<file path="src/rtl/ex_stage_pkg.sv">
// Shared definitions for the execute stage: ALU opcodes, EX control bit positions,
// multiplier FSM states and the cycle-count derivation for the iterative multiplier.
package ex_stage_pkg;

    localparam logic [3:0] ALU_OP_ADD   = 4'd0;
    localparam logic [3:0] ALU_OP_SUB   = 4'd1;
    localparam logic [3:0] ALU_OP_AND   = 4'd2;
    localparam logic [3:0] ALU_OP_OR    = 4'd3;
    localparam logic [3:0] ALU_OP_XOR   = 4'd4;
    localparam logic [3:0] ALU_OP_SLL   = 4'd5;
    localparam logic [3:0] ALU_OP_SRL   = 4'd6;
    localparam logic [3:0] ALU_OP_SRA   = 4'd7;
    localparam logic [3:0] ALU_OP_SLT   = 4'd8;
    localparam logic [3:0] ALU_OP_PASSB = 4'd9;
    localparam logic [3:0] ALU_OP_MUL   = 4'd10;

    localparam int CTRL_ALU_SRC = 4;
    localparam int CTRL_BRANCH  = 5;

    typedef enum logic {
        MUL_IDLE = 1'b0,
        MUL_BUSY = 1'b1
    } mul_state_t;

    function automatic int mul_cycles(input int mul_bits);
        return 64 / mul_bits;
    endfunction

endpackage

</file>
<file path="src/rtl/ex_mul_iter.sv">
// Iterative 64x64 -> low-64 unsigned multiplier retiring MUL_BITS of B per cycle.
// product is combinational (acc + current partial) and valid when last is high.
module ex_mul_iter
    import ex_stage_pkg::*;
#(
    parameter int MUL_BITS = 4
) (
    input  logic        clk,
    input  logic        reset,
    input  logic        start,
    input  logic [63:0] a,
    input  logic [63:0] b,
    output logic        busy,
    output logic        last,
    output logic [63:0] product
);

    localparam int MUL_CYCLES = mul_cycles(MUL_BITS);
    localparam int CW         = $clog2(MUL_CYCLES + 1);

    mul_state_t     state;
    logic [CW-1:0]  count;
    logic [63:0]    a_q;
    logic [63:0]    b_q;
    logic [63:0]    acc;
    logic [63:0]    b_chunk;

    // a_q is pre-shifted each cycle, so a_q * chunk already carries the count*MUL_BITS weight
    assign b_chunk = 64'(b_q[MUL_BITS-1:0]);
    assign product = acc + a_q * b_chunk;
    assign busy    = (state == MUL_BUSY);
    assign last    = busy && (count == CW'(MUL_CYCLES - 1));

    always_ff @(posedge clk) begin
        if (reset) begin
            state <= MUL_IDLE;
            count <= '0;
            a_q   <= '0;
            b_q   <= '0;
            acc   <= '0;
        end else begin
            case (state)
                MUL_IDLE: begin
                    if (start) begin
                        a_q   <= a;
                        b_q   <= b;
                        acc   <= '0;
                        count <= '0;
                        state <= MUL_BUSY;
                    end
                end
                MUL_BUSY: begin
                    acc   <= product;
                    a_q   <= a_q << MUL_BITS;
                    b_q   <= b_q >> MUL_BITS;
                    count <= count + 1'b1;
                    if (last) begin
                        count <= '0;
                        state <= MUL_IDLE;
                    end
                end
                default: state <= MUL_IDLE;
            endcase
        end
    end

endmodule

</file>
<file path="src/rtl/ex_stage.sv">
// Execute stage: ALU, BEQ resolution, iterative multiply with front-end stall,
// and the EX/MEM pipeline register.
module ex_stage
    import ex_stage_pkg::*;
#(
    parameter int MUL_BITS = 4
) (
    input  logic        clk,
    input  logic        reset,
    input  logic [63:0] EX_reg_data1,
    input  logic [63:0] EX_reg_data2,
    input  logic [63:0] EX_imm,
    input  logic [2:0]  EX_Wreg,
    input  logic [8:0]  EX_addr_ins,
    input  logic [5:0]  EX_EX_CTRL,
    input  logic        EX_MEM_CTRL,
    input  logic [1:0]  EX_WB_CTRL,
    output logic        ex_stall,
    output logic        ex_branch_taken,
    output logic [8:0]  ex_branch_target,
    output logic [63:0] MEM_alu_result,
    output logic [63:0] MEM_store_data,
    output logic [2:0]  MEM_Wreg,
    output logic        MEM_MEM_CTRL,
    output logic [1:0]  MEM_WB_CTRL
);

    logic [3:0]  alu_op;
    logic [63:0] op_b;
    logic [5:0]  shamt;
    logic [63:0] alu_res;
    logic        is_branch;
    logic        mul_start, mul_busy, mul_last;
    logic [63:0] mul_product;

    logic [63:0] lat_store;
    logic [2:0]  lat_wreg;
    logic        lat_mem_ctrl;
    logic [1:0]  lat_wb_ctrl;

    assign alu_op    = EX_EX_CTRL[3:0];
    assign is_branch = EX_EX_CTRL[CTRL_BRANCH];
    assign op_b      = EX_EX_CTRL[CTRL_ALU_SRC] ? EX_imm : EX_reg_data2;
    assign shamt     = op_b[5:0];

    always_comb begin
        alu_res = '0;
        case (alu_op)
            ALU_OP_ADD:   alu_res = EX_reg_data1 + op_b;
            ALU_OP_SUB:   alu_res = EX_reg_data1 - op_b;
            ALU_OP_AND:   alu_res = EX_reg_data1 & op_b;
            ALU_OP_OR:    alu_res = EX_reg_data1 | op_b;
            ALU_OP_XOR:   alu_res = EX_reg_data1 ^ op_b;
            ALU_OP_SLL:   alu_res = EX_reg_data1 << shamt;
            ALU_OP_SRL:   alu_res = EX_reg_data1 >> shamt;
            ALU_OP_SRA:   alu_res = $unsigned($signed(EX_reg_data1) >>> shamt);
            ALU_OP_SLT:   alu_res = {63'd0, $signed(EX_reg_data1) < $signed(op_b)};
            ALU_OP_PASSB: alu_res = op_b;
            default:      alu_res = '0;
        endcase
    end

    // The held MUL on ID/EX must not restart the multiplier once it is busy
    assign mul_start = !mul_busy && (alu_op == ALU_OP_MUL);
    assign ex_stall  = mul_start || (mul_busy && !mul_last);

    assign ex_branch_taken  = is_branch && (EX_reg_data1 == EX_reg_data2) && !mul_busy;
    assign ex_branch_target = EX_addr_ins + EX_imm[8:0];

    ex_mul_iter #(.MUL_BITS(MUL_BITS)) u_mul (
        .clk     (clk),
        .reset   (reset),
        .start   (mul_start),
        .a       (EX_reg_data1),
        .b       (op_b),
        .busy    (mul_busy),
        .last    (mul_last),
        .product (mul_product)
    );

    always_ff @(posedge clk) begin
        if (reset) begin
            lat_store      <= '0;
            lat_wreg       <= '0;
            lat_mem_ctrl   <= 1'b0;
            lat_wb_ctrl    <= '0;
            MEM_alu_result <= '0;
            MEM_store_data <= '0;
            MEM_Wreg       <= '0;
            MEM_MEM_CTRL   <= 1'b0;
            MEM_WB_CTRL    <= '0;
        end else if (mul_start || (mul_busy && !mul_last)) begin
            if (mul_start) begin
                lat_store    <= EX_reg_data2;
                lat_wreg     <= EX_Wreg;
                lat_mem_ctrl <= EX_MEM_CTRL;
                lat_wb_ctrl  <= EX_WB_CTRL;
            end
            MEM_alu_result <= '0;
            MEM_store_data <= '0;
            MEM_Wreg       <= '0;
            MEM_MEM_CTRL   <= 1'b0;
            MEM_WB_CTRL    <= '0;
        end else if (mul_last) begin
            MEM_alu_result <= mul_product;
            MEM_store_data <= lat_store;
            MEM_Wreg       <= lat_wreg;
            MEM_MEM_CTRL   <= lat_mem_ctrl;
            MEM_WB_CTRL    <= lat_wb_ctrl;
        end else begin
            MEM_alu_result <= alu_res;
            MEM_store_data <= EX_reg_data2;
            MEM_Wreg       <= EX_Wreg;
            MEM_MEM_CTRL   <= is_branch ? 1'b0 : EX_MEM_CTRL;
            MEM_WB_CTRL    <= is_branch ? 2'b00 : EX_WB_CTRL;
        end
    end

endmodule

</file>
<file path="config.mk">
export PLATFORM = sky130hd
export DESIGN_NAME = ex_stage
export DESIGN_NICKNAME = d
export VERILOG_FILES = /design/src/rtl/ex_stage_pkg.sv /design/src/rtl/ex_mul_iter.sv /design/src/rtl/ex_stage.sv
export SDC_FILE = /design/constraint.sdc
export NUM_CORES = 2
export LEC_CHECK = 0
export BUFFER_PORTS_ARGS = -buffer_cell sky130_fd_sc_hd__buf_2
export CAP_MARGIN = 20
export CORE_ASPECT_RATIO = 0.75
export CORE_UTILIZATION = 50
export DETAILED_ROUTE_END_ITERATION = 6
export PLACE_DENSITY = 0.68
export RECOVER_POWER = 50
export SYNTH_ARGS = -nofsm -noshare
export SYNTH_HDL_FRONTEND = slang
export SYNTH_SLANG_ARGS = --single-unit
</file>
<file path="constraint.sdc">
create_clock -name clk -period 16.7 [get_ports clk]
set_input_delay 1.67 -clock clk [delete_from_list [all_inputs] [get_ports clk]]
set_output_delay 1.67 -clock clk [all_outputs]
set_load 0.03 [all_outputs]
</file>
=== Yosys cells after proc, flatten, opt, wreduce, memory -nomap -nowiden ===
Cells that the tools add are included.

* Register bits: 402
* Bits of input ports: 215
* Output and inout port bits: 145
* Word-level logic and storage cells: 73

* Add/sub/neg operators: 5
* Multiply operators: 1
* Order comparisons: 1
* Equal/unequal tests: 13
* Shifts and indexed selects: 3
* Multiplexer cells: 21
* Bitwise gates (word level): 4
* Reduce and logical (&&, ||, !) cells: 11

{| class="wikitable"
|+ Operators with widths
! operator !! count
|-
| $pmux W64 S10 || 1
|-
| $mux W64 || 6
|-
| $pmux W64 S2 || 3
|-
| $add A64 B64 Y64 || 2
|-
| $and A64 B64 Y64 || 1
|-
| $eq A64 B64 Y1 || 1
|-
| $lt A64 B64 Y1 || 1
|-
| $mul A64 B4 Y64 || 1
|-
| $or A64 B64 Y64 || 1
|-
| $shl A64 B6 Y64 || 1
|-
| $shr A64 B6 Y64 || 1
|-
| $sshr A64 B6 Y64 || 1
|-
| $sub A64 B64 Y64 || 1
|-
| $xor A64 B64 Y64 || 1
|-
| $eq A4 B3 Y1 const B || 4
|-
| $eq A4 B4 Y1 const B || 3
|-
| $mux W5 || 2
|-
| $pmux W5 S2 || 1
|-
| $add A9 B9 Y9 || 1
|-
| $eq A4 B2 Y1 const B || 2
|-
| $add A5 B1 Y5 const B || 1
|-
| $eq A5 B4 Y1 const B || 1
|-
| $logic_and A1 B1 Y1 || 5
|-
| $eq A4 B1 Y1 const B || 1
|-
| 11 further kinds || 16
|}

=== Depth between registers and ports, before layout ===
* Depth after elaboration: 6
* Gate-level depth with buffers: 22
* Mapped depth without buffers: 20

=== By module ===
A second synthesis with hierarchy kept.

* Cells, all modules: 6379
* Area, all modules: 47316.6 um^2

{| class="wikitable"
|+ By module, submodules not included
! module !! times used !! cells each !! area an instance (um^2) !! sequential area each (um^2)
|-
| ex_stage || 1 || 4159 || 29239.3 || 4083.9
|-
| ex_mul_iter || 1 || 2220 || 18077.3 || 3963.8
|}

=== Least setup slack after synthesis ===
Ideal clock, no wire load.

* Path type: input -> register
* Start: input port EX_EX_CTRL[4]
* End: register MEM_alu_result[63]
* Library setup time: 0.068 ns
* Arrival time: 6.371 ns
* Data required time: 16.632 ns
* Slack: 10.261 ns
* Stages on the path: 19
* Path buffers: 5
* Path through: buf_6 buf_2 buf_2 buf_1 buf_2 mux2i_1 ha_1 or3_4 or3_4 nor4_2 a32oi_1 o21ai_2 o21ai_2 o211a_4 o31ai_4 a2111oi_1 or4b_1 and3_1 o21ai_2

* Longest elaborated chain between the ends: 4
* Elaborated cells between the ends (all ways): 11
* Classes of those cells: add/sub (2); shift (3); mux (3); bitwise (3)

{| class="wikitable"
|+ RTL lines
! what !! RTL line !! source
|-
| from (decl) || ex_stage.sv:15 || <nowiki>input logic [5:0] EX_EX_CTRL,</nowiki>
|-
| $mux W64 (*) || ex_stage.sv:43 || <nowiki>assign op_b = EX_EX_CTRL[CTRL_ALU_SRC] ? EX_imm : EX_reg_data2;</nowiki>
|-
| $sub A64 B64 Y64 (tied with other cells) || ex_stage.sv:50 || <nowiki>ALU_OP_SUB: alu_res = EX_reg_data1 - op_b;</nowiki>
|-
| $pmux W64 S10 (*) || ex_stage.sv:48 || <nowiki>case (alu_op)</nowiki>
|-
| $mux W64 (*) || ex_stage.sv:104 || <nowiki>end else if (mul_last) begin</nowiki>
|-
| to (signal assigned) || ex_stage.sv:105 || <nowiki>MEM_alu_result <= mul_product;</nowiki>
|-
| to (signal assigned) || ex_stage.sv:111 || <nowiki>MEM_alu_result <= alu_res;</nowiki>
|-
| to (decl) || ex_stage.sv:21 || <nowiki>output logic [63:0] MEM_alu_result,</nowiki>
|}

Mark *: on every way between the ends. The rest lies on a longest branch, timed or not.
A chain may end at the register's enable or synchronous reset.

=== Worst setup path in the final report ===
* Start: input port EX_EX_CTRL[4]
* End: register MEM_alu_result[47]

Same word-level chain as after synthesis.

==> flow_summary.toml <==
[outcome]
status = "finished with violations"
violations = "DRC, capacitance limit, slew limit"

[floorplanning]
core_um2 = 90200
die_h_um = 264
pin_count = 360
start_util_pct = 50.8
row_count = 95
chipWidth_um = 352
die-area_um2 = 92900

[clock_tree]
ctsHoldBuffers = 0
numCtsBuffers = 47
cts.sinks = 402
cts_root_buffer = "clkbuf_16"
clk_latency_ns = 0.68
clockBufferDepth = 3
post_cts_resized = 0
clkTransAtPathRegs_ns = 0.08
postCtsSetupRepairBufs = 0
tritoncts = "done"
htreeDepth = 2

[global_route]
grt_overflow = 0
antenna_found_initial = 22
grt_pass1_vias = 48400
grt_max_degree = 172
grt_pass1_wl_um = 356000
grt_usage_pct = 52.9

[place]
io_buffer_count = 359
dp_cells = 7587
post-place-ws_ns = 8.95
dp_hpwl_um = 195000
place_congestion = 1.17

[sta]
report.final.slew_viol_count = 590
hold_slack_ns = 0.433
rsz0062_at_grt = "false"
fin_tns_setup_ns = 0
setup_violations = 0
fin_crit_ns = 11.60
fin_ws_ns = 5.10
fin_crit_sh_pct = 69.5
worst_slew_pin_slew_ns = 3.97
fmax_ghz = 0.0862
final_hold_viol_count = 0
slew_headroom_pct = -165
skew_ns = 0.0342

[logic_synthesis]
synth_nets = 7017
synth.cell_area_um2 = 45800
ys_seq_area_share_pct = 17.6
synth_seq_cells = 402
syn_inst = 6348
yosys-top-cells-area = "dfxtp_1 18%, a21oi_1 8.4%, fa_1 8.1%"
synth_top_area_share_pct = 17.6
synth_edf_count = 0
synthFlopType = "dfxtp_1"
yosysUniqueCellTypes = 106
synth_warnings = 0
synthArstFlopShare_pct = 0
synth_area_per_cell_um2 = 7.22
yosysTopAreaCell = "dfxtp_1"

[final_layout]
layout.nets = 7096
area_growth_pct = 8.64
drive_gt1_share_pct = 8.42
stdcell_count = 7691

[pwr]
total_power_uw = 3680
p_leak_uw = 0.0215
peakVddDrop_mv = 0.0844
power_density_nw_per_um2 = 73.8

[worst_hold_path]
min_path_type = "reg2reg"

[critical_path]
end_kind = "flip-flop"
cp-startpoint = "EX_EX_CTRL[4]"
worst_ep_required_time_ns = 17.26
cp-start-kind = "input port"
r2r-end = "MEM_alu_result[60]"
crit_buf_inv = 3
max_stage_delay_ns = 2.06
regToRegSetupSlack_ns = 9.65
cp.depth = 17
worstPathArrival_ns = 12.16
reg2regPathDepth = 10
cp_slowest_cell = "clkbuf_1"
crit_family = "buffers and inverters"
crit_end = "MEM_alu_result[47]"
reg2reg_from = "u_mul.busy"
crit_type = "in2reg"
crit_fanout = 45
crit_path_cell_trace = "clkbuf_1 -> mux2i_4 -> clkbuf_1 -> clkinv_2 -> ha_1 -> a21o_1 -> a21oi_1 -> a211oi_1 -> a211oi_1 -> o21a_1 -> o21a_1 -> o21ai_0 -> a21oi_1 -> o21ai_1 -> a221oi_1 -> o21ai_0 -> a22o_1"

[drt]
ant_nets = 0
via_per_inst = 6.93
routed_wl_um = 253000
vias = 53300
drc_errors = 2
dr.first_iter.drc_count = 9369
wl_per_cell_um = 32.9
firstDrtPassIters = 7

[job]
cap_viol_max_count = 16
## per-layer routing
| layer | vias to the layer above | global-route usage [%] | part of all wire, % |
|---|---|---|---|
| met5 | - | 4.13 | 0.25 |
| met4 | 30 | 33.2 | 8.1 |
| met3 | 1044 | 22.7 | 16 |
| met2 | 4496 | 69.3 | 38 |
| met1 | 25300 | 69.8 | 38 |
| li1 | 22400 | - | - |
## cell families after synthesis
family,after synthesis,synth area share (%)
AND/OR/NAND/NOR,2122,20.7
AO/OA/AOI/OAI,1927,26.4
buffers and inverters,942,8.19
adder cells (fa/ha/maj),454,15.4
flip-flops,402,17.6
multiplexers,354,8.91
XOR/XNOR,147,2.81
## power breakdown
group          internal (uW)  switching, uW
Clock                    669            529
Sequential               995           26.3
Combinational            395           1060
## worst min path at each step
stage | endpoint | slack, ns | start | cells after the start
2_1_floorplan | MEM_Wreg[0] | 0.43 | lat_wreg[0] | 2
3_3_place_gp | MEM_store_data[36] | 0.44 | lat_store[36] | 2
3_5_place_dp | MEM_store_data[1] | 0.44 | lat_store[1] | 2
4_1_cts | MEM_store_data[6] | 0.44 | lat_store[6] | 2
5_1_grt | MEM_store_data[6] | 0.47 | lat_store[6] | 2
6_report | MEM_store_data[6] | 0.43 | lat_store[6] | 2
## sequential cells by signal, indices dropped and copies added (netlist names)
signal,flops
lat_mem_ctrl,1
u_mul.acc,64
lat_wb_ctrl,2
MEM_WB_CTRL,2
MEM_MEM_CTRL,1
u_mul.busy,1
lat_wreg,3
u_mul.b_q,64
MEM_alu_result,64
lat_store,64
MEM_Wreg,3
u_mul.count,5
MEM_store_data,64
u_mul.a_q,64
## cells in the mapped netlist (25+ instances only)
library cell / number
o221ai_1: 25
mux4_2: 37
a21o_1: 62
buf_1: 61
o211ai_1: 68
a21oi_1: 766
a22oi_1: 75
o21ai_0: 285
nand3_1: 76
fa_1: 185
nand2b_1: 30
nor4_1: 35
dfxtp_1: 402
nor3_1: 98
xor2_1: 68
nor2b_1: 31
buf_2: 60
a221oi_1: 59
mux2i_1: 289
ha_1: 269
clkbuf_1: 299
o21ai_1: 39
nand2_1: 684
o31ai_1: 34
o22ai_1: 85
a211oi_1: 109
nand4_1: 52
o21a_1: 25
inv_1: 488
and2_1: 242
xnor2_1: 79
nor2_1: 783
a31oi_1: 46
o21bai_1: 51
or3_1: 32
## cell type report
class / count / area, um^2
well taps: 1212 / 1520
fillers: 8779 / 40400
flip-flops and latches: 402 / 8050
inverters: 497 / 1870
diodes: 15 / 37.5
clock buffers: 63 / 1350
multi-input cells: 5004 / 34200
repair buffers: 475 / 2440
clock inverters: 23 / 352
## metrics by stage
step	cell area (um^2)	utilization (%)
after global routing	49800	55.1
after global placement	48300	53.6
after CTS	50000	55.5
after detailed placement	48300	53.6
after floorplan	45800	-
final	49800	55.2
## placed cells by master (no fill, tap or decap), types with 46 or more instances in the layout
cell,Yosys,layout
nor2_1,783,778
a21oi_1,766,765
nand2_1,684,681
inv_1,488,487
dfxtp_1,402,401
o21ai_0,285,285
mux2i_1,289,278
ha_1,269,269
and2_1,242,242
buf_2,60,222
fa_1,185,185
clkbuf_1,299,168
a211oi_1,109,109
nor3_1,98,94
o22ai_1,85,85
buf_4,14,84
xnor2_1,79,79
a22oi_1,75,75
nand3_1,76,75
xor2_1,68,68
o211ai_1,68,68
a21o_1,62,62
a221oi_1,59,59
nand4_1,52,52
o21bai_1,51,51
clkbuf_16,0,47
a31oi_1,46,46
## worst register-to-register path: stages, from the launching register on
cell,delay (ns)
dfxtp_4,0.51
buf_4,0.38
nor2_4,0.20
clkbuf_1,2.81
o21ai_4,0.83
nor3_2,1.08
buf_4,0.42
nand2_1,0.19
nor2_1,0.18
a41oi_1,0.12
o31ai_1,0.23
Power figures use the tool's default switching activity.
